$ cat config.mk
export PLATFORM = sky130hd
export DESIGN_NAME = ps2_keycode_tracker
export DESIGN_NICKNAME = d
export VERILOG_FILES = /design/src/rtl/ps2_pkg.sv /design/src/rtl/ps2_rx_frame.sv /design/src/rtl/ps2_keycode_tracker.sv
export SDC_FILE = /design/constraint.sdc
export NUM_CORES = 1
export LEC_CHECK = 0
export ABC_AREA = 1
export CORE_UTILIZATION = 51
export DETAILED_ROUTE_END_ITERATION = 6
export PLACE_DENSITY = 0.76
export SKIP_CTS_REPAIR_TIMING = 1
export SKIP_LAST_GASP = 1
export SYNTH_ARGS = -nofsm -noshare
export SYNTH_HDL_FRONTEND = slang
export SYNTH_SLANG_ARGS = --single-unit
$ cat constraint.sdc
create_clock -name Clk -period 2.5 [get_ports Clk]
set_clock_uncertainty 0.05 [all_clocks]
set_input_delay 0.5 -clock Clk [delete_from_list [all_inputs] [get_ports Clk]]
set_output_delay 0.5 -clock Clk [all_outputs]
set_load 0.05 [all_outputs]
$ cat src/rtl/ps2_pkg.sv
// Shared definitions for the PS/2 keyboard receive path: prefix states,
// scan-code constants and small decode helpers.
package ps2_pkg;

  typedef enum logic [1:0] {
    IDLE    = 2'd0,
    EXT     = 2'd1,
    BRK     = 2'd2,
    EXT_BRK = 2'd3
  } prefix_state_e;

  localparam logic [7:0] SC_EXT = 8'hE0;
  localparam logic [7:0] SC_BRK = 8'hF0;

  // Keyboard status/response bytes that never describe a key
  localparam logic [7:0] SC_BAT_OK = 8'hAA;
  localparam logic [7:0] SC_ACK    = 8'hFA;
  localparam logic [7:0] SC_RESEND = 8'hFE;
  localparam logic [7:0] SC_ECHO   = 8'hEE;
  localparam logic [7:0] SC_ERR0   = 8'h00;
  localparam logic [7:0] SC_ERR1   = 8'hFF;
  localparam logic [7:0] SC_PAUSE  = 8'hE1;

  localparam logic [7:0] KEY_W     = 8'h1D;
  localparam logic [7:0] KEY_A     = 8'h1C;
  localparam logic [7:0] KEY_S     = 8'h1B;
  localparam logic [7:0] KEY_D     = 8'h23;
  localparam logic [7:0] KEY_UP    = 8'h75;
  localparam logic [7:0] KEY_DOWN  = 8'h72;
  localparam logic [7:0] KEY_LEFT  = 8'h6B;
  localparam logic [7:0] KEY_RIGHT = 8'h74;

  function automatic logic is_ignored(input logic [7:0] code);
    return (code == SC_BAT_OK) || (code == SC_ACK)  || (code == SC_RESEND) ||
           (code == SC_ECHO)   || (code == SC_ERR0) || (code == SC_ERR1)   ||
           (code == SC_PAUSE);
  endfunction

  // Odd parity over data plus parity bit
  function automatic logic odd_parity_ok(input logic [8:0] bits);
    return ^bits;
  endfunction

endpackage

$ cat src/rtl/ps2_rx_frame.sv
// PS/2 frame receiver: synchronises the raw lines, shifts in 11-bit frames
// on falling clock edges and flags parity, framing and timeout errors.
module ps2_rx_frame
  import ps2_pkg::*;
#(
  parameter int TIMEOUT_CYCLES = 25000,
  parameter int SYNC_STAGES    = 2
) (
  input  logic       clk,
  input  logic       rst_n,
  input  logic       ps2_clk,
  input  logic       ps2_dat,
  output logic       byte_valid,
  output logic [7:0] byte_data,
  output logic       frame_err,
  output logic       frame_good,
  output logic       frame_bad,
  output logic [7:0] frame_byte
);

  localparam int TW = $clog2(TIMEOUT_CYCLES + 1);

  logic [SYNC_STAGES-1:0] clk_sync_r;
  logic [SYNC_STAGES-1:0] dat_sync_r;
  logic                   clk_prev_r;
  logic [3:0]             bit_cnt_r;
  logic [9:0]             shift_r;
  logic [TW-1:0]          to_cnt_r;

  logic fall_s;
  logic dat_s;
  logic last_edge_s;
  logic frame_ok_s;
  logic timeout_s;

  // Edge detect and frame checks for the current cycle
  always_comb begin
    fall_s      = clk_prev_r & ~clk_sync_r[SYNC_STAGES-1];
    dat_s       = dat_sync_r[SYNC_STAGES-1];
    last_edge_s = fall_s && (bit_cnt_r == 4'd10);
    // shift_r holds bits 0..9 with the start bit at [0]; dat_s is the stop bit
    frame_ok_s  = (shift_r[0] == 1'b0) && (dat_s == 1'b1) &&
                  odd_parity_ok(shift_r[9:1]);
    timeout_s   = !fall_s && (bit_cnt_r != 4'd0) &&
                  (to_cnt_r == TW'(TIMEOUT_CYCLES - 1));
    frame_good  = last_edge_s && frame_ok_s;
    frame_bad   = (last_edge_s && !frame_ok_s) || timeout_s;
    frame_byte  = shift_r[8:1];
  end

  // Synchronisers, bit counter, shift register, timeout and registered outputs
  always_ff @(posedge clk or negedge rst_n) begin
    if (!rst_n) begin
      clk_sync_r <= {SYNC_STAGES{1'b1}};
      dat_sync_r <= {SYNC_STAGES{1'b1}};
      clk_prev_r <= 1'b1;
      bit_cnt_r  <= 4'd0;
      shift_r    <= 10'd0;
      to_cnt_r   <= '0;
      byte_valid <= 1'b0;
      byte_data  <= 8'h00;
      frame_err  <= 1'b0;
    end else begin
      clk_sync_r <= {clk_sync_r[SYNC_STAGES-2:0], ps2_clk};
      dat_sync_r <= {dat_sync_r[SYNC_STAGES-2:0], ps2_dat};
      clk_prev_r <= clk_sync_r[SYNC_STAGES-1];
      if (fall_s) begin
        to_cnt_r <= '0;
        shift_r  <= {dat_s, shift_r[9:1]};
        if (bit_cnt_r == 4'd10) begin
          bit_cnt_r <= 4'd0;
        end else begin
          bit_cnt_r <= bit_cnt_r + 4'd1;
        end
      end else if (timeout_s) begin
        bit_cnt_r <= 4'd0;
        to_cnt_r  <= '0;
      end else if (bit_cnt_r != 4'd0) begin
        to_cnt_r <= to_cnt_r + TW'(1);
      end else begin
        to_cnt_r <= '0;
      end
      byte_valid <= frame_good;
      frame_err  <= frame_bad;
      if (frame_good) begin
        byte_data <= frame_byte;
      end else begin
        byte_data <= byte_data;
      end
    end
  end

endmodule

$ cat src/rtl/ps2_keycode_tracker.sv
// PS/2 keyboard tracker: decodes make/break/extended sequences and keeps a
// four-slot table of held keys for player-2 logic.
module ps2_keycode_tracker
  import ps2_pkg::*;
#(
  parameter int TIMEOUT_CYCLES = 25000,
  parameter int SYNC_STAGES    = 2
) (
  input  logic        Clk,
  input  logic        Reset_n,
  input  logic        PS2_CLK,
  input  logic        PS2_DAT,
  output logic [31:0] PS2keycode,
  output logic        byte_valid,
  output logic [7:0]  byte_data,
  output logic        frame_err
);

  logic          rx_good_s;
  logic          rx_bad_s;
  logic [7:0]    rx_byte_s;

  prefix_state_e state_r;
  prefix_state_e next_state_s;
  logic          do_make_s;
  logic          do_break_s;
  logic          present_s;
  logic          placed_s;
  logic [3:0][7:0] slot_r;
  logic [3:0][7:0] slot_next_s;

  ps2_rx_frame #(
    .TIMEOUT_CYCLES(TIMEOUT_CYCLES),
    .SYNC_STAGES   (SYNC_STAGES)
  ) u_rx (
    .clk       (Clk),
    .rst_n     (Reset_n),
    .ps2_clk   (PS2_CLK),
    .ps2_dat   (PS2_DAT),
    .byte_valid(byte_valid),
    .byte_data (byte_data),
    .frame_err (frame_err),
    .frame_good(rx_good_s),
    .frame_bad (rx_bad_s),
    .frame_byte(rx_byte_s)
  );

  // Prefix FSM next state and make/break classification of the incoming byte
  always_comb begin
    next_state_s = state_r;
    do_make_s    = 1'b0;
    do_break_s   = 1'b0;
    if (rx_bad_s) begin
      next_state_s = IDLE;
    end else if (rx_good_s && !is_ignored(rx_byte_s)) begin
      case (state_r)
        IDLE: begin
          if (rx_byte_s == SC_EXT) begin
            next_state_s = EXT;
          end else if (rx_byte_s == SC_BRK) begin
            next_state_s = BRK;
          end else begin
            do_make_s = 1'b1;
          end
        end
        EXT: begin
          if (rx_byte_s == SC_BRK) begin
            next_state_s = EXT_BRK;
          end else begin
            do_make_s    = 1'b1;
            next_state_s = IDLE;
          end
        end
        BRK, EXT_BRK: begin
          do_break_s   = 1'b1;
          next_state_s = IDLE;
        end
        default: next_state_s = IDLE;
      endcase
    end else begin
      next_state_s = state_r;
    end
  end

  // Slot table update: make fills the lowest empty slot, break clears matches
  always_comb begin
    slot_next_s = slot_r;
    present_s   = 1'b0;
    placed_s    = 1'b0;
    for (int i = 0; i < 4; i++) begin
      if (slot_r[i] == rx_byte_s) begin
        present_s = 1'b1;
      end else begin
        present_s = present_s;
      end
    end
    if (do_break_s) begin
      for (int i = 0; i < 4; i++) begin
        if (slot_r[i] == rx_byte_s) begin
          slot_next_s[i] = 8'h00;
        end else begin
          slot_next_s[i] = slot_r[i];
        end
      end
    end else if (do_make_s && !present_s) begin
      for (int i = 0; i < 4; i++) begin
        if (!placed_s && (slot_r[i] == 8'h00)) begin
          slot_next_s[i] = rx_byte_s;
          placed_s       = 1'b1;
        end else begin
          slot_next_s[i] = slot_r[i];
        end
      end
    end else begin
      slot_next_s = slot_r;
    end
  end

  // Prefix state and slot table registers
  always_ff @(posedge Clk or negedge Reset_n) begin
    if (!Reset_n) begin
      state_r <= IDLE;
      slot_r  <= '0;
    end else begin
      state_r <= next_state_s;
      slot_r  <= slot_next_s;
    end
  end

  assign PS2keycode = slot_r;

endmodule

==> impl_metrics.yaml, run 1 <==
sta:
  setup_viol: 0
  rsz0062_at_grt: "true"
  finalHoldViolCount: 0
  timing.fmax_ghz: 0.419
  worst_slew_pin_slew_ns: 0.970
  fin_hold_ws_ns: 0.248
  setup_ws_ns: 0.112
  fin_crit_ns: 2.39
  slew_violations: 0
  fin_crit_sh: 0.955
  finalSetupTns_ns: 0
  relSlewSlack: 0.353
setup_path:
  regToRegSetupSlack_ns: 0.11
  r2r_end: "PS2keycode[1]"
  cp_max_fo: 18
  critPathLaunchType: "register"
  endpoint: "PS2keycode[1]"
  cpPeakStageDelay_ns: 0.40
  path_cells: "inv_2, ha_1, xor2_1, nand3_1, nand2_1, nand3_2, nor2_4, inv_2, a21oi_4, buf_6, clkbuf_16, nand3_1, nand2_1"
  slowest_stage: "dfrtp_1"
  cp_data_required_time_ns: 2.74
  reg2reg_depth: 13
  startpoint: "u_rx.shift_r[5]"
  worstSetupEndpointType: "register"
  worstPathArrival_ns: 2.63
  r2r_start: "u_rx.shift_r[5]"
  setup.worst_path.class: "reg -> reg"
placement:
  dp_hpwl_mm: 7.92
  io_buffers: 45
  detailedPlace.worstSlack_ns: 0.0146
  gp_congestion: 0.939
  dp_cells: 731
min_path:
  hp-class: "in -> async"
power_and_ir_drop:
  total_power_w: 0.00338
  power.share.switching: 0.354
  combPwrFrac: 0.299
  peakVddDrop_mv: 0.295
  power_density_mw_per_mm2: 627
  power_switching_w: 0.00120
  intPower_w: 0.00218
  clockPowerShare: 0.277
  p_seq_frac: 0.423
  power.leakage_nw: 2.76
yosys:
  synth_top_area_frac: 0.430
  synth_cell_types: 26
  synth.ff_latch_count: 78
  syn_area_mm2: 0.00425
  synthCells: 570
  yosysSeqAreaShare: 0.461
  synth_nets: 591
  avgSynthCellArea_um2: 7.46
  synth_top_cell_by_area: "dfrtp_1"
  synth_area_leaders: "dfrtp_1, nand2_1, nand3_1"
  yosysWarnings: 0
cts:
  clk_transition_reported_paths_ns: 0.08
  cts_buffer_depth: 2
  cts_sinks: 78
  numCtsBuffers: 9
  cts_tree: "done"
  htreeDepth: 3
  cts_root_buf: "clkbuf_8"
  clkLatencyLatePin_ns: 0.36
die:
  top_level_ports: 46
  core.rowCount: 32
  start_util: 0.539
  fp.dieW_um: 93.3
  die_area_mm2: 0.00870
  core_mm2: 0.00789
  die_h_um: 93.3
routing:
  vias_per_cell: 5.35
  routed-via-count: 4084
  first_iter_violations: 302
  wl_per_cell_um: 15.2
  drc: 0
  wl_mm: 11.6
  drtAntennaViolNets: 0
  first_pass_iters: 5
final_layout:
  synthToLayoutAreaGrowth_pct: 26.8
  multiInputGateArea_mm2: 0.00204
  regArea_mm2: 0.00196
  final_cells: 764
  diodes: 0
  fill_cells: 639
  nets: 678
  drive_gt1_frac: 0.130
global_routing:
  antenna_found_initial: 0
  grt_usage: 0.280
  grt_pass1_vias: 3784
  grt_max_degree: 79
  grt.overflow.total: 0
  grt_pass1_wl_mm: 18.5
job:
  drv_cap: 0
status:
  outcome: "complete, no violations"
-- Yosys cell counts (all sizes together) --
library cell  count
nor3              5
nand2           205
buf               4
a21oi            17
dfrtp            73
nor4              7
inv              64
nand3            56
o21ai            23
o21a              2
dfstp             5
o31ai             1
nand4             8
nor2             57
o22ai             2
xnor2             1
xor2             13
clkbuf            8
nor3b             2
ha               17
-- layout by cell type, fill, tap and decap left out, types with 4 or more instances in the layout --
cell,Yosys,layout
nand2_1,205,197
dfrtp_1,73,71
inv_1,61,59
nand3_1,55,55
nor2_1,55,55
clkdlybuf4s50_1,0,44
buf_4,3,39
o21ai_0,23,23
ha_1,17,16
a21oi_1,16,14
xor2_1,13,13
clkbuf_8,0,9
nand4_1,8,8
nor4_1,7,7
nand2_2,0,7
inv_2,3,5
dfstp_2,5,5
nor3_1,5,4
-- worst max-delay path: cells and delay by family, from the launching register on --
kind | cells | cell delay, ns
xor+xnor | 1 | 0.20
buf+inv | 4 | 0.46
simple gates | 6 | 0.70
compound gates | 1 | 0.20
fa+ha+maj | 1 | 0.31
flops | 1 | 0.40
-- cells by family (layout without fill, tap and decap cells) --
kind of cell / after synthesis / count (layout) / synth area share
flip-flops: 78 / 78 / 0.461
buffers and inverters: 76 / 168 / 0.0701
AO/OA/AOI/OAI: 45 / 45 / 0.0580
adder cells (fa/ha/maj): 17 / 17 / 0.0500
AND/OR/NAND/NOR: 340 / 340 / 0.332
XOR/XNOR: 14 / 14 / 0.0288
-- through the flow --
step | util | area [um2]
6_report | 0.683 | 5390
4_1_cts | 0.655 | 5170
5_1_grt | 0.683 | 5390
3_3_place_gp | 0.631 | 4980
3_5_place_dp | 0.631 | 4980
2_1_floorplan | - | 4250
-- flip-flops by register name, indices dropped and copies added (netlist names) --
signal           flops
u_rx.to_cnt_r       15
u_rx.byte_data       8
u_rx.byte_valid      1
u_rx.frame_err       1
u_rx.bit_cnt_r       4
PS2keycode          32
state_r              2
u_rx.clk_prev_r      1
u_rx.shift_r        10
u_rx.clk_sync_r      2
u_rx.dat_sync_r      2
-- power groups by stage --
stage	Sequential [W]	Combinational, W	Clock (W)
after CTS	0.00143	0.000956	0.000954
after global routing	0.00144	0.00113	0.00101
after detailed placement	0.00145	0.000949	0
after global placement	0.00145	0.000925	0
final	0.00143	0.00101	0.000937
after floorplan	0.00148	0.000575	0
-- how the worst min path moves through the flow --
stage	from	slack, ns	endpoint
floorplan	Reset_n	0.15	PS2keycode[0]
global placement	u_rx.clk_sync_r[0]	0.30	u_rx.clk_sync_r[1]
detailed placement	u_rx.clk_sync_r[0]	0.30	u_rx.clk_sync_r[1]
CTS	Reset_n	0.28	u_rx.bit_cnt_r[3]
global route	u_rx.clk_sync_r[0]	0.30	u_rx.clk_sync_r[1]
finish	Reset_n	0.25	u_rx.bit_cnt_r[3]
-- routing by layer --
| metal | GRT usage | wire (um) |
|---|---|---|
| met1 | 0.393 | 5320 |
| met2 | 0.439 | 5280 |
| met3 | 0.0455 | 766 |
| met4 | 0.100 | 234 |
| met5 | 0 | 0 |
-- cell type report --
type / count / area share
Multi-Input combinational cell: 416 / 0.379
Sequential cell: 78 / 0.364
Timing Repair Buffer: 88 / 0.153
Inverter: 64 / 0.0446
Clock buffer: 11 / 0.0244
Tap cell: 102 / 0.0237
Clock inverter: 5 / 0.0111
(Power assumes the default switching activity.)
==> run 2, diff against run 1 <==
--- a/config.mk
+++ b/config.mk
@@ -6,11 +6,11 @@
 export NUM_CORES = 1
 export LEC_CHECK = 0
 export ABC_AREA = 1
+export CORE_MARGIN = 5
 export CORE_UTILIZATION = 51
 export DETAILED_ROUTE_END_ITERATION = 6
 export PLACE_DENSITY = 0.76
 export SKIP_CTS_REPAIR_TIMING = 1
-export SKIP_LAST_GASP = 1
 export SYNTH_ARGS = -nofsm -noshare
 export SYNTH_HDL_FRONTEND = slang
 export SYNTH_SLANG_ARGS = --single-unit
==> constraint.sdc (replaced) <==
create_clock -name Clk -period 2 [get_ports Clk]
set_clock_uncertainty 0.05 [all_clocks]
set_input_delay 0.4 -clock Clk [delete_from_list [all_inputs] [get_ports Clk]]
set_output_delay 0.4 -clock Clk [all_outputs]
set_load 0.05 [all_outputs]
==> impl_metrics.yaml, run 2 (synthesis gave the netlist of run 1 again) <==
final_layout:
  mostFrequentLayoutCells: "nand2_1, buf_4, dfrtp_1, inv_1, nor2_1"
  largest_reg_flops: 32
  nets: 715
  fin_area_mm2: 0.00605
  final_common_cell: "nand2_1"
  drive_gt1_frac: 0.323
  diodes: 0
  synthToLayoutAreaGrowth_pct: 42.4
sta:
  worst_slew_pin_slew_ns: 0.505
  slew_violations: 0
  fin_crit_sh: 1.21
  setup_viol: 34
  relSlewSlack: 0.663
  fin_hold_ws_ns: 0.310
  fin_crit_ns: 2.42
  finalHoldViolCount: 0
  finalSetupTns_ns: -11.97
  rsz0062_at_grt: "true"
  timing.fmax_ghz: 0.413
  setup_ws_ns: -0.422
routing:
  routed-via-count: 4376
  drc: 0
  wl_mm: 13.6
  drtAntennaViolNets: 0
  vias_per_cell: 5.44
  first_pass_iters: 6
  first_iter_violations: 381
  wl_per_cell_um: 16.9
power_and_ir_drop:
  power.leakage_nw: 3.22
  power_density_mw_per_mm2: 820
  combPwrFrac: 0.345
  peakVddDrop_mv: 0.509
  p_seq_frac: 0.359
  power.share.switching: 0.351
  intPower_w: 0.00322
  clockPowerShare: 0.295
  power_switching_w: 0.00174
setup_path:
  cp_data_required_time_ns: 2.21
  regToRegSetupSlack_ns: -0.42
  critPathLaunchType: "register"
  worstPathArrival_ns: 2.63
  setup.worst_path.class: "reg -> reg"
  r2r_end: "PS2keycode[21]"
  worstSetupEndpointType: "register"
  reg2reg_depth: 14
  cp_max_fo: 5
  r2r_start: "u_rx.shift_r[7]"
cts:
  clk_transition_reported_paths_ns: 0.09
  cts_sinks: 78
  clkLatencyLatePin_ns: 0.37
  htreeDepth: 3
  cts_buffer_depth: 2
  cts_tree: "done"
  cts_root_buf: "clkbuf_8"
  numCtsBuffers: 9
die:
  core.rowCount: 33
  die_area_mm2: 0.0103
  top_level_ports: 46
  die_h_um: 101
  core_mm2: 0.00818
  start_util: 0.520
  fp.dieW_um: 101
global_routing:
  grt_pass1_vias: 4209
  grt_usage: 0.249
  grt_pass1_wl_mm: 20.0
  antenna_found_initial: 0
  grt.overflow.total: 0
  grt_max_degree: 36
placement:
  io_buffers: 45
  dp_hpwl_mm: 8.79
  detailedPlace.worstSlack_ns: -0.434
  placed_cell_area_mm2: 0.00525
  gp_congestion: 0.950
min_path:
  hp-start: "u_rx.clk_sync_r[0]"
  holdPathStages: 0
  hp-class: "reg -> reg"
  hold-path-endpoint: "u_rx.clk_sync_r[1]"
job:
  drv_cap: 0
status:
  violations: "negative setup slack"
  outcome: "finished with violations"
## run 2: cell types whose count changed in the layout (fill, tap and decap cells not counted), sizes merged
cell / previous run / this run
buf: 42 / 112
bufinv: 1 / 3
clkbuf: 13 / 11
clkdlybuf4s50: 44 / 3
clkinv: 3 / 1
dlygate4sd3: 0 / 1
dlymetal6s2s: 0 / 7
inv: 64 / 66
## run 2: power groups by stage
stage / clock (W) / combinational [W] / sequential (W)
global placement: 0 / 0.00139 / 0.00180
global route: 0.00156 / 0.00186 / 0.00180
floorplan: 0 / 0.000770 / 0.00186
finish: 0.00147 / 0.00171 / 0.00178
detailed placement: 0 / 0.00143 / 0.00181
CTS: 0.00148 / 0.00145 / 0.00178
## run 2: worst max path at each step
stage | startpoint | endpoint | slack, ns | cells after the start
floorplan | u_rx.shift_r[2] | PS2keycode[16] | -0.24 | 16
global placement | u_rx.shift_r[8] | PS2keycode[2] | -0.34 | 15
detailed placement | u_rx.shift_r[7] | PS2keycode[0] | -0.43 | 15
CTS | u_rx.shift_r[7] | PS2keycode[0] | -0.45 | 15
global route | u_rx.shift_r[7] | PS2keycode[24] | -0.50 | 16
finish | u_rx.shift_r[7] | PS2keycode[21] | -0.42 | 14
## run 2: metrics by stage
stage / power [W] / util / cells
floorplan: 0.00263 / - / 570
global placement: 0.00319 / 0.642 / 773
detailed placement: 0.00324 / 0.642 / 773
CTS: 0.00470 / 0.671 / 789
global route: 0.00522 / 0.740 / 804
finish: 0.00496 / 0.740 / 804
## run 2: area by class of cell
type / instances / area, um2
clock buffer: 9 / 124
clock inverter: 7 / 120
fill: 595 / 2120
inverter: 64 / 245
multi-input combinational: 416 / 2360
sequential: 78 / 1970
tap: 105 / 131
timing repair buffer: 125 / 1100
## run 2: layer usage
| metal | GRT usage | vias up | wire, um |
|---|---|---|---|
| li1 | - | 2055 | - |
| met1 | 0.337 | 2063 | 5630 |
| met2 | 0.382 | 207 | 6510 |
| met3 | 0.0455 | 51 | 933 |
| met4 | 0.128 | 0 | 493 |
| met5 | 0 | - | 0 |
## run 2: worst max-delay path: stages (launching register included)
cell     delay, ns
dfrtp_2       0.40
inv_2         0.06
ha_4          0.28
nand2_1       0.10
nand2_2       0.09
nand2_2       0.07
nand2_2       0.09
nand2_2       0.08
a21oi_1       0.22
nand4_1       0.24
nand2_1       0.15
nand2_2       0.14
buf_4         0.19
nand3_1       0.09
nand2_1       0.06
